--- src/rtl/sync_fifo_reg_ext.sv ---
// ---------------------------------------------------------------------------
// sync_fifo_reg_ext
//   Register-based single-clock FIFO for buffering between bus-side logic and
//   local datapaths. It supports any DEPTH >= 2, including depths that are not
//   powers of two.
//
//   There are two read modes:
//     - First-word-fall-through (FWFT_MODE == "TRUE"). The head word is shown
//       on o_rd_data while the FIFO is not empty, without a read request.
//     - Standard mode. A read registers the head word into o_rd_data, and
//       o_valid pulses high for one cycle.
//
//   Every status flag is registered. Each flag is computed from the next-state
//   count, so it is correct in the cycle after the clock edge.
//
// Ports
//   clk          clock, all logic on the rising edge
//   rst          asynchronous reset, active-high
//   i_flush      synchronous clear of pointers and count; takes priority over
//                i_wr and i_rd
//   i_wr         write request;  i_wr_data  write data
//   i_rd         read request
//   i_clr_err    clears the sticky o_overflow and o_underflow flags
//   o_rd_data    read data;  o_valid  o_rd_data holds a valid word
//   o_empty      count == 0
//   o_full       count == DEPTH
//   o_aempty     count <= AE_LEVEL
//   o_afull      count >= AF_LEVEL
//   o_count      number of entries currently stored
//   o_overflow   sticky flag: a write was attempted while full
//   o_underflow  sticky flag: a read was attempted while empty
// ---------------------------------------------------------------------------
module sync_fifo_reg_ext #(
    parameter string FWFT_MODE  = "TRUE",
    parameter int    DEPTH      = 8,
    parameter int    DATA_WIDTH = 16,
    parameter int    AF_LEVEL   = 6,
    parameter int    AE_LEVEL   = 2
) (
    input  logic                          clk,
    input  logic                          rst,
    input  logic                          i_flush,
    input  logic                          i_wr,
    input  logic [DATA_WIDTH-1:0]         i_wr_data,
    input  logic                          i_rd,
    input  logic                          i_clr_err,
    output logic [DATA_WIDTH-1:0]         o_rd_data,
    output logic                          o_valid,
    output logic                          o_empty,
    output logic                          o_full,
    output logic                          o_aempty,
    output logic                          o_afull,
    output logic [$clog2(DEPTH+1)-1:0]    o_count,
    output logic                          o_overflow,
    output logic                          o_underflow
);

    localparam int PTR_W = (DEPTH > 1) ? $clog2(DEPTH) : 1;
    localparam int CNT_W = $clog2(DEPTH + 1);
    localparam bit FWFT  = (FWFT_MODE == "TRUE");

    localparam logic [PTR_W-1:0] PTR_LAST = PTR_W'(DEPTH - 1);
    localparam logic [CNT_W-1:0] AF_CNT   = CNT_W'(AF_LEVEL);
    localparam logic [CNT_W-1:0] AE_CNT   = CNT_W'(AE_LEVEL);
    localparam logic [CNT_W-1:0] FULL_CNT = CNT_W'(DEPTH);

    // Storage array. It has no reset because its contents after reset do not
    // matter.
    logic [DATA_WIDTH-1:0] mem_q [DEPTH];

    logic [PTR_W-1:0]      w_ptr_q, w_ptr_d;
    logic [PTR_W-1:0]      r_ptr_q, r_ptr_d;
    logic [CNT_W-1:0]      count_q, count_d;
    logic                  empty_q, empty_d;
    logic                  full_q, full_d;
    logic                  aempty_q, aempty_d;
    logic                  afull_q, afull_d;
    logic                  overflow_q, overflow_d;
    logic                  underflow_q, underflow_d;
    logic [DATA_WIDTH-1:0] rd_data_q, rd_data_d;
    logic                  valid_q, valid_d;

    logic                  wr_acc;
    logic                  rd_acc;
    logic                  wr_en;
    logic                  rd_en;

    always_comb begin
        // A write to a full FIFO is refused even when a read is accepted in
        // the same cycle. A read from an empty FIFO is refused even when a
        // write is accepted in the same cycle.
        wr_acc = i_wr & ~full_q;
        rd_acc = i_rd & ~empty_q;
        // Flush cancels both accepted operations.
        wr_en  = wr_acc & ~i_flush;
        rd_en  = rd_acc & ~i_flush;

        w_ptr_d   = w_ptr_q;
        r_ptr_d   = r_ptr_q;
        count_d   = count_q;
        rd_data_d = rd_data_q;
        valid_d   = 1'b0;

        if (i_flush) begin
            w_ptr_d = '0;
            r_ptr_d = '0;
            count_d = '0;
        end else begin
            // Wrap explicitly so that depths which are not a power of two work.
            if (wr_en) begin
                w_ptr_d = (w_ptr_q == PTR_LAST) ? '0 : w_ptr_q + PTR_W'(1);
            end
            if (rd_en) begin
                r_ptr_d   = (r_ptr_q == PTR_LAST) ? '0 : r_ptr_q + PTR_W'(1);
                rd_data_d = mem_q[r_ptr_q];
                valid_d   = 1'b1;
            end
            count_d = count_q + CNT_W'(wr_en) - CNT_W'(rd_en);
        end

        empty_d  = (count_d == '0);
        full_d   = (count_d == FULL_CNT);
        aempty_d = (count_d <= AE_CNT);
        afull_d  = (count_d >= AF_CNT);

        // A new error takes priority over a clear in the same cycle.
        // Flush does not change the error flags.
        overflow_d  = (i_wr & full_q)  ? 1'b1 : (i_clr_err ? 1'b0 : overflow_q);
        underflow_d = (i_rd & empty_q) ? 1'b1 : (i_clr_err ? 1'b0 : underflow_q);
    end

    always_ff @(posedge clk or posedge rst) begin
        if (rst) begin
            w_ptr_q     <= '0;
            r_ptr_q     <= '0;
            count_q     <= '0;
            empty_q     <= 1'b1;
            full_q      <= 1'b0;
            aempty_q    <= 1'b1;
            afull_q     <= 1'b0;
            overflow_q  <= 1'b0;
            underflow_q <= 1'b0;
            rd_data_q   <= '0;
            valid_q     <= 1'b0;
        end else begin
            w_ptr_q     <= w_ptr_d;
            r_ptr_q     <= r_ptr_d;
            count_q     <= count_d;
            empty_q     <= empty_d;
            full_q      <= full_d;
            aempty_q    <= aempty_d;
            afull_q     <= afull_d;
            overflow_q  <= overflow_d;
            underflow_q <= underflow_d;
            rd_data_q   <= rd_data_d;
            valid_q     <= valid_d;
        end
    end

    always_ff @(posedge clk) begin
        if (wr_en) begin
            mem_q[w_ptr_q] <= i_wr_data;
        end
    end

`ifndef SYNTHESIS
    always_ff @(posedge clk) begin
        if (!rst && i_wr && full_q) begin
            $warning("sync_fifo_reg_ext: write while full, word dropped");
        end
        if (!rst && i_rd && empty_q) begin
            $warning("sync_fifo_reg_ext: read while empty, request ignored");
        end
    end
`endif

    // In FWFT mode, an empty FIFO drives zeros rather than stale storage.
    // This also makes the output read as zero straight after reset.
    assign o_rd_data   = FWFT ? (empty_q ? '0 : mem_q[r_ptr_q]) : rd_data_q;
    assign o_valid     = FWFT ? ~empty_q : valid_q;
    assign o_empty     = empty_q;
    assign o_full      = full_q;
    assign o_aempty    = aempty_q;
    assign o_afull     = afull_q;
    assign o_count     = count_q;
    assign o_overflow  = overflow_q;
    assign o_underflow = underflow_q;

endmodule

--- config.mk ---
export PLATFORM = sky130hd
export DESIGN_NAME = sync_fifo_reg_ext
export DESIGN_NICKNAME = d
export VERILOG_FILES = /design/src/rtl/sync_fifo_reg_ext.sv
export SDC_FILE = /design/constraint.sdc
export NUM_CORES = 1
export LEC_CHECK = 0
export ABC_AREA = 1
export CORE_MARGIN = 2
export CORE_UTILIZATION = 50
export DETAILED_ROUTE_END_ITERATION = 8
export GPL_TIMING_DRIVEN = 0
export PLACE_DENSITY = 0.73
export SLEW_MARGIN = 5
export SYNTH_ARGS = -nofsm -noshare
export SYNTH_HDL_FRONTEND = slang
export SYNTH_SLANG_ARGS = --single-unit
--- constraint.sdc ---
create_clock -name clk -period 2.2 [get_ports clk]
set_input_delay 0.33 -clock clk [delete_from_list [all_inputs] [get_ports clk]]
set_output_delay 0.33 -clock clk [all_outputs]
set_load 0.05 [all_outputs]
==> flow_summary.yaml, run 1 <==
outcome:
  run_status: "finished with violations"
  violations: "setup timing"
finish:
  final.fill_count: 767
  diodes: 0
  layout-drive-gt1-share: 0.319
  most-common-layout-cells: "128 x edfxtp_1, 106 x nand2_1, 57 x nor2_1, 51 x inv_1, 45 x o21ai_0"
  final_nets: 691
  syn2layout_area_growth_pct: 37.7
  finish.cell_count_without_fillers: 820
  layout.area.seq_um2: 4250
  multi_input_area_um2: 1930
  finish.instance_area_um2: 8380
  most_common_cell_after_layout_fill_and_taps_aside: "edfxtp_1"
setup_path:
  wp_data_arrival_ns: 1.93
  critical_path_cell_count: 10
  reg2regPathDepth: 12
  worstSetupEndpoint: "o_rd_data[6]"
  timing.critical_path.fanout_max: 8
  path_delay_family: "buffers and inverters"
  reg2reg_from: "o_empty"
  critical_path.cell_chain: "buf_6, clkinv_8, buf_12, buf_12, nand2_4, nand3_2, nand3_2, nand2_1, nor2_2, buf_6"
  setup.worst_path.start_class: "flop"
  required_ns: 1.87
  worstSetupEndpointType: "output pin"
  setup.worst_path.start: "r_ptr_q[0]"
  reg2reg_setup_slack_ns: -0.05
  regToRegEndpoint: "o_full"
  crit_type: "flop to output pin"
  critical_path_s_largest_stage_delay_ns: 0.36
  crit_buf_inv: 5
  slowest_stage: "dfrtp_1"
synth:
  synthAdderAreaFrac: 0.0197
  main_combinational_cell_family_by_area_after_synthesis: "simple AND/OR/NAND/NOR gates"
  synth_simple_gate_area_frac: 0.173
  synth_cell_type_count: 22
  yosysSeqAreaShare: 0.698
  dominantRegCellSynth: "edfxtp_1"
  syn-instance-count: 563
  synth_xor_area_frac: 0
  post_syn_area_um2: 6090
  ys_seq_elements: 144
  synth_mux_area_frac: 0
  count_of_flip_flops_with_a_built_in_enable_after_synthesis: 128
  syn_avg_cell_area_um2: 10.8
  async_flop_share: 0.111
  yosysWarningCount: 0
  synth_nets: 594
  synth_compound_gate_area_share: 0.0506
routing:
  drt-total-wl_mm: 16.1
  wire_per_inst_um: 19.7
  detailedRoute.firstPassIterationCount: 7
  drtIter0Drc: 378
  route.antenna.remaining_nets: 0
  post_drt_via_cell_ratio: 5.56
  drc_errors: 0
  detailroute.via_count: 4563
sta:
  final_max_slew_viol_count: 0
  timing.fmax_mhz: 442
  report.final.hold_viol_count: 0
  endpoints_failing_setup: 12
  grt_setup_unrepaired: "true"
  clock_skew_ns: 0.00656
  min_period_over_period: 1.03
  worst-slew-pin-transition_ns: 0.963
  final_hold_slack_ns: 0.303
  setup_slack_ns: -0.0627
  finalWorstPathRequiredPeriod_ns: 2.26
  slew_headroom: 0.357
grt:
  grt.overflow.total: 0
  grt_max_degree: 17
  first_global_vias: 4417
  globalRouteTotalUtil: 0.233
  first_pass_grt_wire_length_mm: 22.3
  antenna_found_initial: 0
place:
  gp_routability_congestion: 0.785
  post-place-cells: 764
  port_buffer_cells: 48
  dpl_worst_slack_ns: -0.582
  placedInstanceArea_um2: 6900
  hpwlAfterDp_mm: 9.10
floorplanning:
  floorplan.die.width_um: 114
  vert_die_dim_um: 114
  std_cell_rows: 40
  core-area_um2: 12000
  boundaryPins: 49
  die_area_um2: 13100
  floorplan.initialDensity: 0.509
cts:
  clock_tree.buffer_depth: 2
  worstSkewPairLatency_ns: 0.41
  clk_root_buffer_cell: "clkbuf_16"
  clk_transition_reported_paths_ns: 0.06
  cts_buffers: 17
  cts_tree: "done"
  max_h_tree_level: 4
  clkSinkCount: 144
power:
  cellLeakagePower_nw: 3.33
  power_per_cell_area_nw_per_um2: 1190
  power.ir.vdd_worst_v: 0.000877
hold_path:
  hold_path_class: "input port to asynchronous set/reset pin"
flow_run:
  cap_violations: 0
worst min-delay path by stage:
stage,slack [ns],cells after the start,end
floorplan,0.24,1,o_afull
global placement,0.52,2,o_overflow
detailed placement,0.53,2,o_overflow
CTS,0.31,2,o_overflow
global route,0.38,2,o_count[3]
finish,0.30,2,o_overflow
metrics by stage:
step	util	total power [mW]	setup TNS, ns
floorplan	-	5.12	-0.272
detailed placement	0.577	6.05	-32.51
global placement	0.568	5.96	-109.38
CTS	0.653	9.41	-0.0425
global route	0.701	10.3	-1.48
finish	0.701	9.97	-0.352
Yosys cell counts, types with 4 or more instances:
library cell	count	area, µm²
nand2_1	134	503
edfxtp_1	128	3840
nor2_1	93	349
inv_1	57	214
o21ai_0	51	255
nand3_1	36	180
dfrtp_1	14	350
clkbuf_1	9	33.8
buf_2	8	40.0
ha_1	8	100
o21ai_1	6	30.0
buf_6	4	45.0
layer usage:
layer  GRT usage  vias up  routed length [µm]
li1            -     2069                   -
met1       0.302     2185                6300
met2       0.373      272                8100
met3      0.0566       37                1310
met4       0.113        0                 422
met5           0        -                   0
sequential cells by signal, summed over array words and instances (netlist names):
name / count
r_ptr_q: 3
o_aempty: 1
o_full: 1
w_ptr_q: 3
o_underflow: 1
o_count: 4
o_afull: 1
mem_q: 128
o_overflow: 1
o_empty: 1
power breakdown:
part | switching, mW | internal [mW]
clock network | 1.10 | 2.01
registers | 0.0955 | 3.15
logic | 2.30 | 1.31
total | 3.50 | 6.48
cells by family (layout without fill, tap and decap cells):
family | count (synthesis) | in the layout
and+or+nand+nor | 266 | 266
DFF | 144 | 144
buffers and inverters | 83 | 193
AOI/OAI and AO/OA | 61 | 61
adders and majority gates | 9 | 9
repair_timing:
item / CTS / global route
setup buffers: 19 / 2
hold buffers: 0 / 0
setup endpoints to repair: 22 / 22
pin swaps: 7 / 48
cloned: 1 / 4
gates resized for setup: 148 / 138
final cells by class:
class                   count  share of cell area
multi-input cells         336               0.231
clock inverters            14              0.0257
inverters                  59              0.0303
clock buffers              18              0.0512
well taps                 147              0.0219
plain buffers              23              0.0282
flip-flops and latches    144               0.507
repair buffers             79               0.104
Power figures use the tool's default switching activity.
==> run 2: changes to the inputs <==
- CORE_MARGIN: 2 -> default
==> flow_summary.yaml, run 2 (synthesis gave the netlist of run 1 again) <==
finish:
  registers.top_by_ff_count: "mem_q"
  most-common-layout-cells: "128 x edfxtp_1, 119 x nand2_1, 65 x nor2_1, 52 x inv_1, 41 x o21ai_0"
  finish.cell_count_without_fillers: 806
  largest_reg_flops: 128
  most_common_cell_after_layout_fill_and_taps_aside: "edfxtp_1"
  diodes: 0
  final_nets: 681
  core_occupancy_in_the_finished_layout: 0.689
  syn2layout_area_growth_pct: 32.1
  finish.instance_area_um2: 8040
  layout-drive-gt1-share: 0.235
power:
  power.ir.vdd_worst_v: 0.000852
  cellLeakagePower_nw: 3.23
  pwr-share-seq: 0.335
  power_per_cell_area_nw_per_um2: 1200
  power_report.internal_total_mw: 6.34
  report.power.total_mw: 9.68
  power.share.switching: 0.344
  power.net_switching_mw: 3.33
  power_frac_comb: 0.345
  power.clock.fraction: 0.320
place:
  placedInstanceArea_um2: 6900
  post-place-cells: 760
  gp_routability_congestion: 0.788
  dpl_worst_slack_ns: -0.588
  port_buffer_cells: 48
  hpwlAfterDp_mm: 8.92
grt:
  first_global_vias: 4147
  antenna_found_initial: 0
  globalRouteTotalUtil: 0.244
  grt_max_degree: 17
  grt.overflow.total: 0
  first_pass_grt_wire_length_mm: 22.4
sta:
  report.final.hold_viol_count: 0
  setup_slack_ns: -0.0825
  min_period_over_period: 1.04
  grt_setup_unrepaired: "true"
  finalWorstPathRequiredPeriod_ns: 2.28
  endpoints_failing_setup: 10
  clock_skew_ns: 0.0111
  slew_headroom: 0.577
  finalSetupTns_ns: -0.285
  final_hold_slack_ns: 0.284
  timing.fmax_mhz: 438
  final_max_slew_viol_count: 0
  worst-slew-pin-transition_ns: 0.634
routing:
  post_drt_via_cell_ratio: 5.34
  detailroute.via_count: 4307
  drtIter0Drc: 495
  drc_errors: 5
  detailedRoute.firstPassIterationCount: 7
  route.antenna.remaining_nets: 0
  drt-total-wl_mm: 15.0
  wire_per_inst_um: 18.6
floorplanning:
  std_cell_rows: 39
  core-area_um2: 11700
  boundaryPins: 49
  floorplan.die.width_um: 112
  floorplan.initialDensity: 0.522
  die_area_um2: 12600
  vert_die_dim_um: 112
cts:
  clkSinkCount: 144
  worstSkewPairLatency_ns: 0.42
  cts_buffers: 17
  cts_tree: "done"
  max_h_tree_level: 4
  hold_buffers: 0
  clock_tree.buffer_depth: 2
  clk_root_buffer_cell: "clkbuf_16"
  clk_transition_reported_paths_ns: 0.06
setup_path:
  crit_type: "flop to flop"
  setup.worst_path.start_class: "flop"
  reg2reg_setup_slack_ns: -0.08
  regToRegEndpoint: "o_full"
  required_ns: 2.50
  reg2reg_from: "o_empty"
  worstSetupEndpoint: "o_full"
  wp_data_arrival_ns: 2.58
  reg2regPathDepth: 12
  worstSetupEndpointType: "flop"
  setup.worst_path.start: "o_empty"
  timing.critical_path.fanout_max: 3
outcome:
  violations: "DRC, setup timing"
  run_status: "finished with violations"
hold_path:
  hold_path_class: "input port to asynchronous set/reset pin"
flow_run:
  cap_violations: 0
==> run 2: power by group through the flow <==
| stage | Clock (mW) | Combinational (mW) | Sequential, mW |
|---|---|---|---|
| after floorplan | 0 | 1.60 | 3.52 |
| after global placement | 0 | 2.68 | 3.28 |
| after detailed placement | 0 | 2.77 | 3.28 |
| after CTS | 3.10 | 3.12 | 3.24 |
| after global routing | 3.24 | 3.56 | 3.26 |
| final | 3.10 | 3.33 | 3.24 |
==> run 2: final cells by class <==
| cell class | count | area (µm²) |
|---|---|---|
| fillers | 761 | 3620 |
| well taps | 143 | 179 |
| flip-flops and latches | 144 | 4250 |
| clock buffers | 17 | 425 |
| inverters | 59 | 241 |
| clock inverters | 15 | 218 |
| plain buffers | 24 | 254 |
| multi-input cells | 336 | 1700 |
| repair buffers | 68 | 772 |
==> run 2: how the worst min path moves through the flow <==
stage | from | end | slack [ns] | cells after the start
CTS | rst | o_count[2] | 0.30 | 2
finish | rst | o_count[1] | 0.28 | 2
global route | rst | o_count[1] | 0.35 | 2
global placement | o_underflow | o_underflow | 0.52 | 2
floorplan | rst | o_afull | 0.24 | 1
detailed placement | o_overflow | o_overflow | 0.53 | 2
==> run 2: worst max-delay path: stages, from the launching register on <==
cell and delay [ns]:
dfstp_4 0.65, clkinv_8 0.06, nand3_4 0.09, inv_4 0.05, ha_4 0.25, inv_2 0.03, ha_4 0.15, fa_2 0.56
inv_2 0.05, o21ai_1 0.13, nor2_1 0.07, inv_1 0.05, nor2_1 0.03
==> run 2: timing repair <==
| item | in CTS | in global routing |
|---|---|---|
| buffers inserted | 8 | 2 |
| resized for setup | 171 | 47 |
| cloned | 2 | 2 |
| endpoints found under the setup margin | 23 | 53 |
| pin swaps | 13 | 20 |
==> run 2: layer usage <==
metal	global-route usage	part of all wire	vias to the layer above
met5	0	0	-
met4	0.0907	0.017	0
met3	0.0626	0.088	23
met2	0.396	0.50	230
met1	0.320	0.40	2009
li1	-	-	2045
==> run 3: changes to the inputs <==
- ABC_AREA: 1 -> default
==> flow_summary.yaml, run 3 <==
synth:
  async_flop_share: 0.111
  dominantRegCellSynth: "edfxtp_1"
  synth_top_cells_by_area: "edfxtp_1 67%, mux4_1 6.9%, mux4_2 6.7%"
  yosys.cell_count.top_type: "edfxtp_1"
  syn-instance-count: 281
  syn_avg_cell_area_um2: 20.4
  synth_cell_type_count: 29
  ys_seq_elements: 144
  post_syn_area_um2: 5720
  count_of_flip_flops_with_a_built_in_enable_after_synthesis: 128
  yosysSeqAreaShare: 0.743
  yosysWarningCount: 0
  synth_nets: 312
  synthTopCellsByCount: "128 x edfxtp_1, 17 x mux4_2, 16 x a22o_1, 16 x nor2_1, 15 x mux4_1"
  post-synth-top-area-fraction: 0.672
  netlist.top_cell.by_area: "edfxtp_1"
cts:
  cts_buffers: 17
  cts_tree: "done"
  clk_transition_reported_paths_ns: 0.05
  hold_buffers: 0
  worstSkewPairLatency_ns: 0.42
  clock_tree.buffer_depth: 2
  max_h_tree_level: 4
  clkSinkCount: 144
  clk_root_buffer_cell: "clkbuf_16"
routing:
  detailedRoute.firstPassIterationCount: 4
  drc_errors: 0
  drt-total-wl_mm: 11.6
  route.antenna.remaining_nets: 0
  post_drt_via_cell_ratio: 5.80
  wire_per_inst_um: 22.8
  detailroute.via_count: 2936
  drtIter0Drc: 227
floorplanning:
  floorplan.die.width_um: 109
  std_cell_rows: 38
  core-area_um2: 11000
  die_area_um2: 11900
  vert_die_dim_um: 109
  floorplan.initialDensity: 0.521
  boundaryPins: 49
power:
  power.ir.vdd_worst_v: 0.000733
  power_per_cell_area_nw_per_um2: 1180
  report.power.total_mw: 8.53
  cellLeakagePower_nw: 2.44
sta:
  final_max_slew_viol_count: 0
  report.final.hold_viol_count: 0
  finalWorstPathRequiredPeriod_ns: 2.41
  slew_headroom: 0.573
  endpoints_failing_setup: 21
  clock_skew_ns: 0.00719
  worst-slew-pin-transition_ns: 0.639
  min_period_over_period: 1.09
  setup_slack_ns: -0.207
  grt_setup_unrepaired: "true"
  timing.fmax_mhz: 416
finish:
  final_nets: 386
  most_common_cell_after_layout_fill_and_taps_aside: "edfxtp_1"
  registers.top_by_ff_count: "mem_q"
  finish.instance_area_um2: 7220
  core_occupancy_in_the_finished_layout: 0.658
  layout-drive-gt1-share: 0.328
  most-common-layout-cells: "128 x edfxtp_1, 32 x mux4_2, 29 x clkdlybuf4s50_1, 20 x clkbuf_16, 18 x buf_6"
  syn2layout_area_growth_pct: 26.3
  diodes: 0
  largest_reg_flops: 128
setup_path:
  worstSetupEndpointType: "output pin"
  setup.worst_path.start_class: "flop"
  timing.critical_path.fanout_max: 7
  required_ns: 1.87
  wp_data_arrival_ns: 2.08
  crit_type: "flop to output pin"
place:
  gp_routability_congestion: 0.731
  hpwlAfterDp_mm: 6.56
  placedInstanceArea_um2: 6450
  port_buffer_cells: 47
grt:
  first_global_vias: 2928
  globalRouteTotalUtil: 0.208
  grt_max_degree: 17
  grt.overflow.total: 0
  first_pass_grt_wire_length_mm: 17.0
  antenna_found_initial: 0
outcome:
  run_status: "finished with violations"
  violations: "setup timing"
flow_run:
  cap_violations: 0
hold_path:
  hold_path_class: "input port to asynchronous set/reset pin"
## run 3: stage by stage
step | TNS, ns | cells | setup slack (ns) | hold slack [ns]
after floorplan | -3.15 | 281 | -0.376 | 0.242
after global placement | -67.41 | 468 | -0.841 | 0.501
after detailed placement | -69.50 | 468 | -0.820 | 0.515
after CTS | -3.17 | 501 | -0.208 | 0.291
after global routing | -4.64 | 506 | -0.257 | 0.331
final | -3.12 | 506 | -0.207 | 0.284
## run 3: logic make-up after synthesis
group,after synthesis,synth area share
AND/OR/NAND/NOR,41,0.0330
multiplexers,33,0.138
buffers and inverters,23,0.0238
XOR/XNOR,4,0.00613
adder cells (fa/ha/maj),9,0.0210
AO/OA/AOI/OAI,27,0.0359
flip-flops,144,0.743
## run 3: power breakdown
group / total (mW) / switching, mW / leakage (nW) / internal (mW)
Clock: 2.50 / 0.997 / 0.247 / 1.51
Sequential: 3.25 / 0.103 / 1.36 / 3.15
Combinational: 2.78 / 1.54 / 0.829 / 1.23
## run 3: layout make-up
cell class	instances	area [µm²]
sequential	144	4250
fill	726	3760
multi-input combinational	114	1460
timing repair buffer	57	661
clock buffer	19	433
tap	140	175
buffer	12	130
clock inverter	11	75.1
inverter	9	40.0
## run 3: worst paths after layout
path,startpoint,to,depth (start not counted),slack (ns)
worst min-delay path,rst,o_overflow,2,0.28
min in group clk,i_flush,o_count[1],2,0.30
worst min register to register,o_full,o_overflow,2,0.53
worst max-delay path,r_ptr_q[0],o_rd_data[3],5,-0.21
max in group asynchronous,rst,r_ptr_q[0],2,1.52
worst max register to register,o_empty,o_aempty,9,-0.12
## run 3: what timing repair did
item	CTS	global route
setup endpoints to repair	105	23
gates resized for setup	145	21
pin swaps	6	20
gates cloned	0	3
buffers inserted	5	2
## run 3: routing by layer
| layer | up-vias | global-route usage | routed length, µm |
|---|---|---|---|
| met2 | 107 | 0.333 | 5800 |
| met4 | 0 | 0.0695 | 138 |
| met1 | 1522 | 0.282 | 4990 |
| met3 | 14 | 0.0484 | 641 |
| met5 | - | 0 | 0 |
| li1 | 1293 | - | - |
## run 3: critical path: stages (launching register included)
cell and delay, ns:
dfrtp_1 0.41, buf_12 0.18, clkbuf_16 0.16, mux4_2 0.49, a22o_1 0.26, buf_6 0.16
